**src/rtl/fpu_issue_decode.sv**
```systemverilog
// FPU coprocessor issue front-end: instruction queue, head decode, rounding-mode resolve, illegal drop.
// Define FPU_SCOREBOARD_EN to build the integer-destination scoreboard and its issue stall.
module fpu_issue_decode #(
    parameter int DEPTH = 4,
    parameter int FLEN  = 16
) (
    input  logic        clk,
    input  logic        rst_l,
    input  logic        in_valid,
    output logic        in_ready,
    input  logic [31:0] in_instr,
    input  logic        flush,
    output logic        iss_valid,
    input  logic        iss_ready,
    output logic [31:0] iss_instr,
    output logic [2:0]  iss_class,
    output logic [4:0]  iss_rd,
    output logic [4:0]  iss_rs1,
    output logic [4:0]  iss_rs2,
    output logic [2:0]  iss_rm,
    input  logic [2:0]  frm,
    input  logic        wb_valid,
    input  logic [4:0]  wb_rd,
    output logic [31:0] sb_pending,
    output logic        illegal
);
    localparam int AW = $clog2(DEPTH);
    localparam int CW = AW + 1;

    localparam logic [6:0] OP_ADDI  = 7'b0010011;
    localparam logic [6:0] OP_LUI   = 7'b0110111;
    localparam logic [6:0] OP_CSR   = 7'b1110011;
    localparam logic [6:0] OP_FP    = 7'b1010011;
    localparam logic [6:0] OP_FMADD = 7'b1000011;
    localparam logic [6:0] OP_FMSUB = 7'b1000111;
    localparam logic [6:0] OP_FNMSB = 7'b1001011;
    localparam logic [6:0] OP_FNMAD = 7'b1001111;
    localparam logic [6:0] OP_RST   = 7'b0010000;

    logic [31:0]   mem [DEPTH];
    logic [AW-1:0] wr_ptr;
    logic [AW-1:0] rd_ptr;
    logic [CW-1:0] count;
    logic          illegal_q;

    logic          empty;
    logic          push;
    logic          pop;
    logic          drop;
    logic          hazard;
    logic [31:0]   head;
    logic [6:0]    opcode;
    logic [2:0]    funct3;
    logic [4:0]    funct5;
    logic [1:0]    fmt;
    logic [2:0]    cls;
    logic          fp_op;
    logic          fmt_ok;
    logic          rnd_applies;
    logic          frm_bad;

    // Head view: forced to zero while empty so every iss_* field reads 0.
    assign empty  = (count == '0);
    assign head   = empty ? 32'd0 : mem[rd_ptr];
    assign opcode = head[6:0];
    assign funct3 = head[14:12];
    assign funct5 = head[31:27];
    assign fmt    = head[26:25];

    always_comb begin
        cls = 3'd0;
        case (opcode)
            OP_ADDI:                               cls = 3'd1;
            OP_LUI:                                cls = 3'd2;
            OP_CSR:                                cls = 3'd3;
            OP_FP:                                 cls = 3'd4;
            OP_FMADD, OP_FMSUB, OP_FNMSB, OP_FNMAD: cls = 3'd5;
            OP_RST:                                cls = 3'd6;
            default:                               cls = 3'd0;
        endcase
    end

    assign fp_op   = (cls == 3'd4) || (cls == 3'd5);
    assign fmt_ok  = (fmt == 2'b10) || ((FLEN == 32) && (fmt == 2'b00));
    assign frm_bad = (frm == 3'b101) || (frm == 3'b110) || (frm == 3'b111);

    // funct3 is a rounding mode only for fused ops and arithmetic/convert OP-FP;
    // for sign-inject, min/max, compare, move and classify it selects the sub-op.
    assign rnd_applies = (cls == 3'd5) ||
                         ((cls == 3'd4) && (funct5 inside {5'b00000, 5'b00001, 5'b00010, 5'b00011,
                                                           5'b01000, 5'b01011, 5'b11000, 5'b11010}));

    assign drop = !empty && fp_op &&
                  (!fmt_ok ||
                   ((funct3 == 3'b111) && frm_bad) ||
                   (rnd_applies && ((funct3 == 3'b101) || (funct3 == 3'b110))));

    assign in_ready  = (count != CW'(DEPTH));
    assign iss_valid = !empty && !drop && !hazard;
    assign push      = in_valid && in_ready;
    assign pop       = (iss_valid && iss_ready) || drop;

    assign iss_instr = head;
    assign iss_class = cls;
    assign iss_rd    = head[11:7];
    assign iss_rs1   = head[19:15];
    assign iss_rs2   = head[24:20];
    assign iss_rm    = !fp_op ? 3'b000 : ((funct3 == 3'b111) ? frm : funct3);
    assign illegal   = illegal_q;

    // Queue control: flush wins over push and pop, and suppresses the drop pulse.
    always_ff @(posedge clk or negedge rst_l) begin
        if (!rst_l) begin
            wr_ptr    <= '0;
            rd_ptr    <= '0;
            count     <= '0;
            illegal_q <= 1'b0;
        end else if (flush) begin
            wr_ptr    <= '0;
            rd_ptr    <= '0;
            count     <= '0;
            illegal_q <= 1'b0;
        end else begin
            if (push) wr_ptr <= wr_ptr + 1'b1;
            if (pop)  rd_ptr <= rd_ptr + 1'b1;
            case ({push, pop})
                2'b10:   count <= count + 1'b1;
                2'b01:   count <= count - 1'b1;
                default: count <= count;
            endcase
            illegal_q <= drop;
        end
    end

    always_ff @(posedge clk) begin
        if (push && !flush) mem[wr_ptr] <= in_instr;
    end

`ifdef FPU_SCOREBOARD_EN
    logic [31:0] sb_q;
    logic [31:0] sb_d;
    logic        issue_fire;
    logic        int_wr;
    logic        int_src;

    assign issue_fire = iss_valid && iss_ready && !flush;
    assign int_wr     = (cls == 3'd4) && (funct5 inside {5'b10100, 5'b11000, 5'b11100});
    assign int_src    = (cls == 3'd1) ||
                        ((cls == 3'd3) && (funct3 == 3'b001)) ||
                        ((cls == 3'd4) && (funct5 inside {5'b11010, 5'b11110}));
    assign hazard     = (int_src && sb_q[iss_rs1]) || ((iss_rd != 5'd0) && sb_q[iss_rd]);

    // Clear first, then set, so a same-cycle set on the same register wins.
    always_comb begin
        sb_d = sb_q;
        if (wb_valid) sb_d[wb_rd] = 1'b0;
        if (issue_fire && int_wr && (iss_rd != 5'd0)) sb_d[iss_rd] = 1'b1;
        sb_d[0] = 1'b0;
    end

    always_ff @(posedge clk or negedge rst_l) begin
        if (!rst_l) sb_q <= '0;
        else        sb_q <= sb_d;
    end

    assign sb_pending = sb_q;
`else
    logic unused_wb;
    assign unused_wb  = ^{wb_valid, wb_rd};
    assign hazard     = 1'b0;
    assign sb_pending = '0;
`endif

endmodule

```
**config.mk**
```make
export PLATFORM = sky130hd
export DESIGN_NAME = fpu_issue_decode
export DESIGN_NICKNAME = d
export VERILOG_FILES = /design/src/rtl/fpu_issue_decode.sv
export SDC_FILE = /design/constraint.sdc
export NUM_CORES = 1
export LEC_CHECK = 0
export ABC_AREA = 1
export BUFFER_PORTS_ARGS = -buffer_cell sky130_fd_sc_hd__buf_2
export CAP_MARGIN = 0
export CORE_MARGIN = 3
export CORE_UTILIZATION = 40
export CTS_CLUSTER_DIAMETER = 40
export CTS_CLUSTER_SIZE = 10
export DETAILED_ROUTE_END_ITERATION = 16
export GPL_TIMING_DRIVEN = 0
export PLACE_DENSITY_LB_ADDON = 0.05
export SYNTH_ARGS = -nofsm -noshare
export SYNTH_HDL_FRONTEND = slang
export SYNTH_SLANG_ARGS = --single-unit
```
**constraint.sdc**
```tcl
create_clock -name clk -period 3.6 [get_ports clk]
set_input_delay 0.54 -clock clk [delete_from_list [all_inputs] [get_ports clk]]
set_output_delay 0.54 -clock clk [all_outputs]
set_load 0.05 [all_outputs]
```
[Word-level counts from Yosys, hierarchy flattened]
Memory sizes are Yosys's and may differ from the RTL's.
Cells that the tools add are included.
Storage, ports and cells
  output and inout port bits: 88
  bits in latches: 0
  register bits after elaboration: 8
  RAM bits: 128
  logic and storage cells: 78
  memories: 1
  memory bits (read-only): 0
Operators by class
  add/sub/neg operators: 4
  bitwise operators: 0
  eq/ne operators: 28
  div/mod/pow operators: 0
  $mul: 0
  mux-type cells: 13
  magnitude comparators: 0
  reductions and logical operators: 28
  shifts and indexed selects: 0
Memories
  mem: depth 4, width 32, read ports 1, clocked after memory_dff 0, write ports 1, RTL line 40  | logic [31:0] mem [DEPTH];
Operators with widths (number)
  7-bit equality test, second input constant: 6
  32-bit two-way mux: 1
  3-bit equality test, second input constant: 8
  3-bit case mux with 6 select lines: 1
  7-bit by 5-bit equality test with 1-bit output, second input constant: 2
  5-bit by 2-bit equality test with 1-bit output, second input constant: 2
  5-bit by 4-bit equality test with 1-bit output, second input constant: 2
  5-bit equality test, second input constant: 2
  1-bit logical AND: 9
  3-bit two-way mux: 3
  1-bit logical OR: 8
  2-bit two-way mux: 4
  8-bit nonzero test: 1
  7-bit by 6-bit equality test with 1-bit output, second input constant: 1
  3-bit case mux with 2 select lines: 1
  5-bit by 1-bit equality test with 1-bit output, second input constant: 1
  5-bit logical NOT: 1
  2-bit by 1-bit adder with 2-bit output, second input constant: 2
  2-bit equality test, second input constant: 2
  1-bit logical NOT: 4
  2-bit nonzero test: 2
  4-bit OR reduction: 1
  3-bit by 1-bit adder with 3-bit output, second input constant: 1
  3-bit logical NOT: 1
  5 further kinds: 7

[Logic depth before layout (Yosys ltp)]
  depth after elaboration: 18
  mapped depth: 26
  gate-level depth less buffers: 25

[Worst setup path before layout]
No wires, ideal clock.
  path type: flip-flop to output port
  start point: reg rd_ptr[0]
  end point: out iss_rm[1]
  path slack: -1.390 ns
  arrival time: 4.450 ns
  path buffers: 1
  data required time: 3.060 ns
  stages on the path, launching flop included: 13
  cells stage by stage: dfrtp_1 -> inv_2 -> buf_4 -> nand2_1 -> nand3_1 -> nand2_1 -> nor2_1 -> nand3_1 -> nor2_1 -> inv_1 -> nand2_1 -> inv_1 -> a2111oi_0
Between the ends
  cells in the longest elaborated chain, start to end: 8
  elaborated cells on any way between the ends: 19
  classes of those cells: eq/ne (12); mux (4); reduce/logical (2); memory (1)
Ends and longest elaborated chain
  start, declared: RTL line 42  | logic [AW-1:0] rd_ptr;
  start signal, assigned: RTL line 125  | if (pop) rd_ptr <= rd_ptr + 1'b1;
  memory 4 x 32 bit (*)
  32-bit two-way mux (*): RTL line 64  | assign head = empty ? 32'd0 : mem[rd_ptr];
  net iss_instr[6]: RTL line 15  | output logic [31:0] iss_instr,
  7-bit equality test: RTL line 72  | case (opcode)
  4-bit OR reduction: RTL line 72
  3-bit case mux with 6 select lines (*): RTL line 72
  3-bit equality test: RTL line 83  | assign fp_op = (cls == 3'd4) || (cls == 3'd5);
  1-bit logical OR (*): RTL line 83
  3-bit two-way mux (*): RTL line 108  | assign iss_rm = !fp_op ? 3'b000 : ((funct3 == 3'b111) ? frm : funct3);
  end, declared: RTL line 20  | output logic [2:0] iss_rm,
Mark *: on every way through the listed nets, which the timed path passes. The rest lies on a longest branch.

[Worst setup path in the final report]
  start point: reg rd_ptr[1]
  end point: out iss_rm[1]
Between the ends
  cells in the longest elaborated chain, start to end: 8
  elaborated cells on any way between the ends: 19
  classes of those cells: eq/ne (12); mux (4); reduce/logical (2); memory (1)
Ends and longest elaborated chain (RTL line)
  memory 4 x 32 bit (*)
  32-bit two-way mux (*): 64
  7-bit equality test: 72
  4-bit OR reduction: 72
  3-bit case mux with 6 select lines: 72
  3-bit equality test: 83
  1-bit logical OR: 83
  3-bit two-way mux (*): 108
Mark *: on every way between the ends. The rest lies on a longest branch, timed or not.

==> results by group <==
Power and ir drop
  – Leak Pwr: 3.35 nW
  – Combinational power share: 0.455
  – Pwr Density: 864 nW/µm²
  – P_sw: 3.01 mW
  – Sw Share: 0.450
  – Seq pwr share: 0.281
  – Power Total: about 6.7 mW
  – Internal power: approximately 3.7 mW
  – Proportion of power drawn by the clock network: 0.264
  – Peak VDD IR: 0.560 mV

Floorplanning
  – Initial Utilization: 0.415
  – Die span in x: 130 µm
  – Num ports: 134
  – FP Rows: 44
  – Total die area: 16900 µm²
  – Core Footprint: between 10000 and 15000 µm²
  – Die height: 130 µm

Worst setup path
  – Crit Path Category: register to primary output
  – CP max FO: 10
  – Critical Path Sink Type: primary output
  – WP data required: 3060 ps
  – Critical path origin: rd_ptr[1]
  – Worst setup SP type: register
  – Launching point of the worst reg2reg path: rd_ptr[0]
  – Worst Path Arrival: between 2000 and 3000 ps

STA
  – Slew headroom: 0.564
  – Worst Max-Slew Pin Slew: 654 ps
  – Final setup fails: 0
  – Final-report max-slew violation count: 0
  – RSZ-0062 raised after global routing: false
  – WHS: 335 ps
  – Fmax: 301 MHz
  – Clk_skew: 11.2 ps
  – Hold Violations, Final: 0
  – Fin crit share: 0.922
  – Fin crit period: 3320 ps

Layout
  – ANT cells: 0
  – Share of layout cells above drive strength 1: 0.285
  – Finished Cell Area: 7730 µm²
  – Nets@finish: 774
  – Area delta synth->final: 25.8%

Synthesis
  – Simple-gate share of the synthesized area: 0.159
  – Synth cell types: 30
  – Post-synthesis cell area: roughly 6100 µm²
  – #FFs+latches synth: 136
  – Xor/xnor cell area share of the yosys netlist: 0.00142
  – Largest cells by area after synthesis: edfxtp_1, buf_4, nor2_1
  – Syn Area/Cell: 10.8 µm²
  – Synth Area in Compound Gates: 0.0653
  – Post-synthesis sequential area ratio: 0.658
  – Yosys warns: 0
  – Gate Count Post-Synth: 569
  – Synth area leader: edfxtp_1
  – Yosys top cell area share: 0.625
  – Adder-Cell Fraction of Synth Area: 0.0114
  – Largest family of logic cells by synthesized area: simple AND/OR/NAND/NOR gates
  – Post-synthesis mux area share: 0

Global routing
  – Largest net degree at the start of global routing: 27
  – Antenna violations before repair: 0
  – Grt ovf: 0
  – First-pass GRT wire length: 22000 µm
  – Vias in the first global route: slightly below 4000
  – Total track usage: 0.178

Place
  – HPWL after DPL: 9960 µm
  – RePlAce Congestion: 0.790
  – I/O Buffers: 95
  – DP Area: 7090 µm²

Drt
  – Post-route ant nets: 0
  – First drt pass iteration count: 4
  – DRC Markers: 0
  – Number of DRC markers in iteration 0: roughly 190
  – Vias: 4378
  – Wire length per cell: 16.0 µm
  – Total Wirelength: 14700 µm
  – Drt via density: 4.76

Clock tree
  – Clk Latency, worst-skew pair: 420 ps
  – Clock-pin slew on the worst setup and hold paths: ~60 ps
  – CTS tree: done
  – Num CTS Buffers: 17
  – Root buffer cell: clkbuf_16
  – CTS Sinks: 136
  – CTS max path bufs: 2
  – Htree depth: 4

Flow run
  – Total of max-cap violations: 0

Outcome
  – Status: finished clean

Hold path
  – Type of the worst min-delay path: primary input to register
  – Hold Startpoint: in_instr[11]
state kept, by name, indices dropped and copies added, names as in the netlist:
name and flops:
wr_ptr 2, count 3, rd_ptr 2, mem 128
illegal 1
cells in the mapped netlist:
master,n
fa_1,1
xnor2_1,1
o21ai_1,4
buf_6,1
a21oi_2,1
a2111oi_0,1
a211oi_1,2
nand4_1,7
buf_2,6
nand2_2,4
nand2_4,1
nand3_1,35
nand2_1,83
nand3_2,1
o22ai_1,1
clkbuf_1,9
ha_1,4
inv_1,42
nor3_1,4
edfxtp_1,128
inv_2,4
dfrtp_1,8
a21oi_1,23
o211ai_1,1
conb_1,1
buf_1,3
nor3_4,1
o21ai_0,44
nor2_1,97
buf_4,51
final timing paths:
path | end | slack [ps] | depth (start not counted)
min in group asynchronous | illegal | 500 | 2
min | mem[0][11] | 330 | 1
min reg2reg | wr_ptr[1] | 550 | 2
max in group asynchronous | wr_ptr[1] | 2920 | 2
max | iss_rm[1] | 280 | 13
max reg2reg | count[2] | 350 | 21
kinds of logic (layout without fill, tap and decap cells):
family | after synthesis | after routing
AO/OA/AOI/OAI | 77 | 77
XOR/XNOR | 1 | 1
adder cells (fa/ha/maj) | 5 | 5
buffers and inverters | 116 | 252
flip-flops | 136 | 136
other | 1 | 32
AND/OR/NAND/NOR | 233 | 233
cells in the final DEF, fill, tap and decap left out, drive strengths merged:
cell / count
nor2: 97
nand4: 7
dlygate4sd3: 1
ha: 4
o22ai: 1
xnor2: 1
nor3: 5
a211oi: 2
clkinvlp: 3
nand2: 88
inv: 49
o211ai: 1
clkbuf: 28
conb: 32
a21oi: 24
buf: 164
bufinv: 3
clkinv: 4
nand3: 36
fa: 1
dfrtp: 8
a2111oi: 1
edfxtp: 128
o21ai: 48
worst max-delay path, stage by stage, from the launching register on:
cell and delay [ps]:
dfrtp_1 460, inv_2 170, buf_6 180, nand2_1 60, o21ai_1 150, nand2_1 150, inv_2 100, nand3_1 60
nor2_1 150, inv_1 70, nand2_1 130, inv_1 110, a2111oi_2 220, buf_2 320
power by group through the flow:
stage	Combinational, mW	Clock (mW)	Sequential [mW]
final	3.04	1.76	1.88
after global routing	3.26	1.86	1.89
after CTS	3.02	1.79	1.88
after detailed placement	3.01	0	1.91
after global placement	2.97	0	1.92
after floorplan	2.27	0	1.90
stage by stage:
| stage | instances | utilization | TNS (ps) | setup WS (ps) |
|---|---|---|---|---|
| 2_1_floorplan | 600 | - | -358 | -176 |
| 3_3_place_gp | 879 | 0.471 | -60940 | -532 |
| 3_5_place_dp | 883 | 0.478 | 0 | 220 |
| 4_1_cts | 916 | 0.520 | 0 | 56.2 |
| 5_1_grt | 920 | 0.522 | 0 | 32.7 |
| 6_report | 920 | 0.522 | 0 | 280 |
cell type report:
cell class,instances,area [µm²]
timing repair buffer,104,596
sequential,136,4040
clock buffer,19,433
tap,184,230
inverter,46,173
multi-input combinational,348,1620
clock inverter,13,170
fill,1361,7080
buffer,70,470
per-layer routing:
metal / up-vias / GRT usage / wire length [µm] / share of wire
met4: 0 / 0.0568 / 163 / 0.011
met2: 121 / 0.282 / 7180 / 0.49
met5: - / 0 / 0 / 0
met1: 2086 / 0.245 / 6680 / 0.45
met3: 14 / 0.0409 / 714 / 0.048
li1: 2157 / - / - / -
repair_timing:
action	CTS	global route
hold endpoints to repair	8	0
hold buffers	1	0
endpoints found under the setup margin	16	9
gates resized for setup	1	1
setup buffers	0	4
pin swaps	0	1
(Power assumes the default switching activity.)
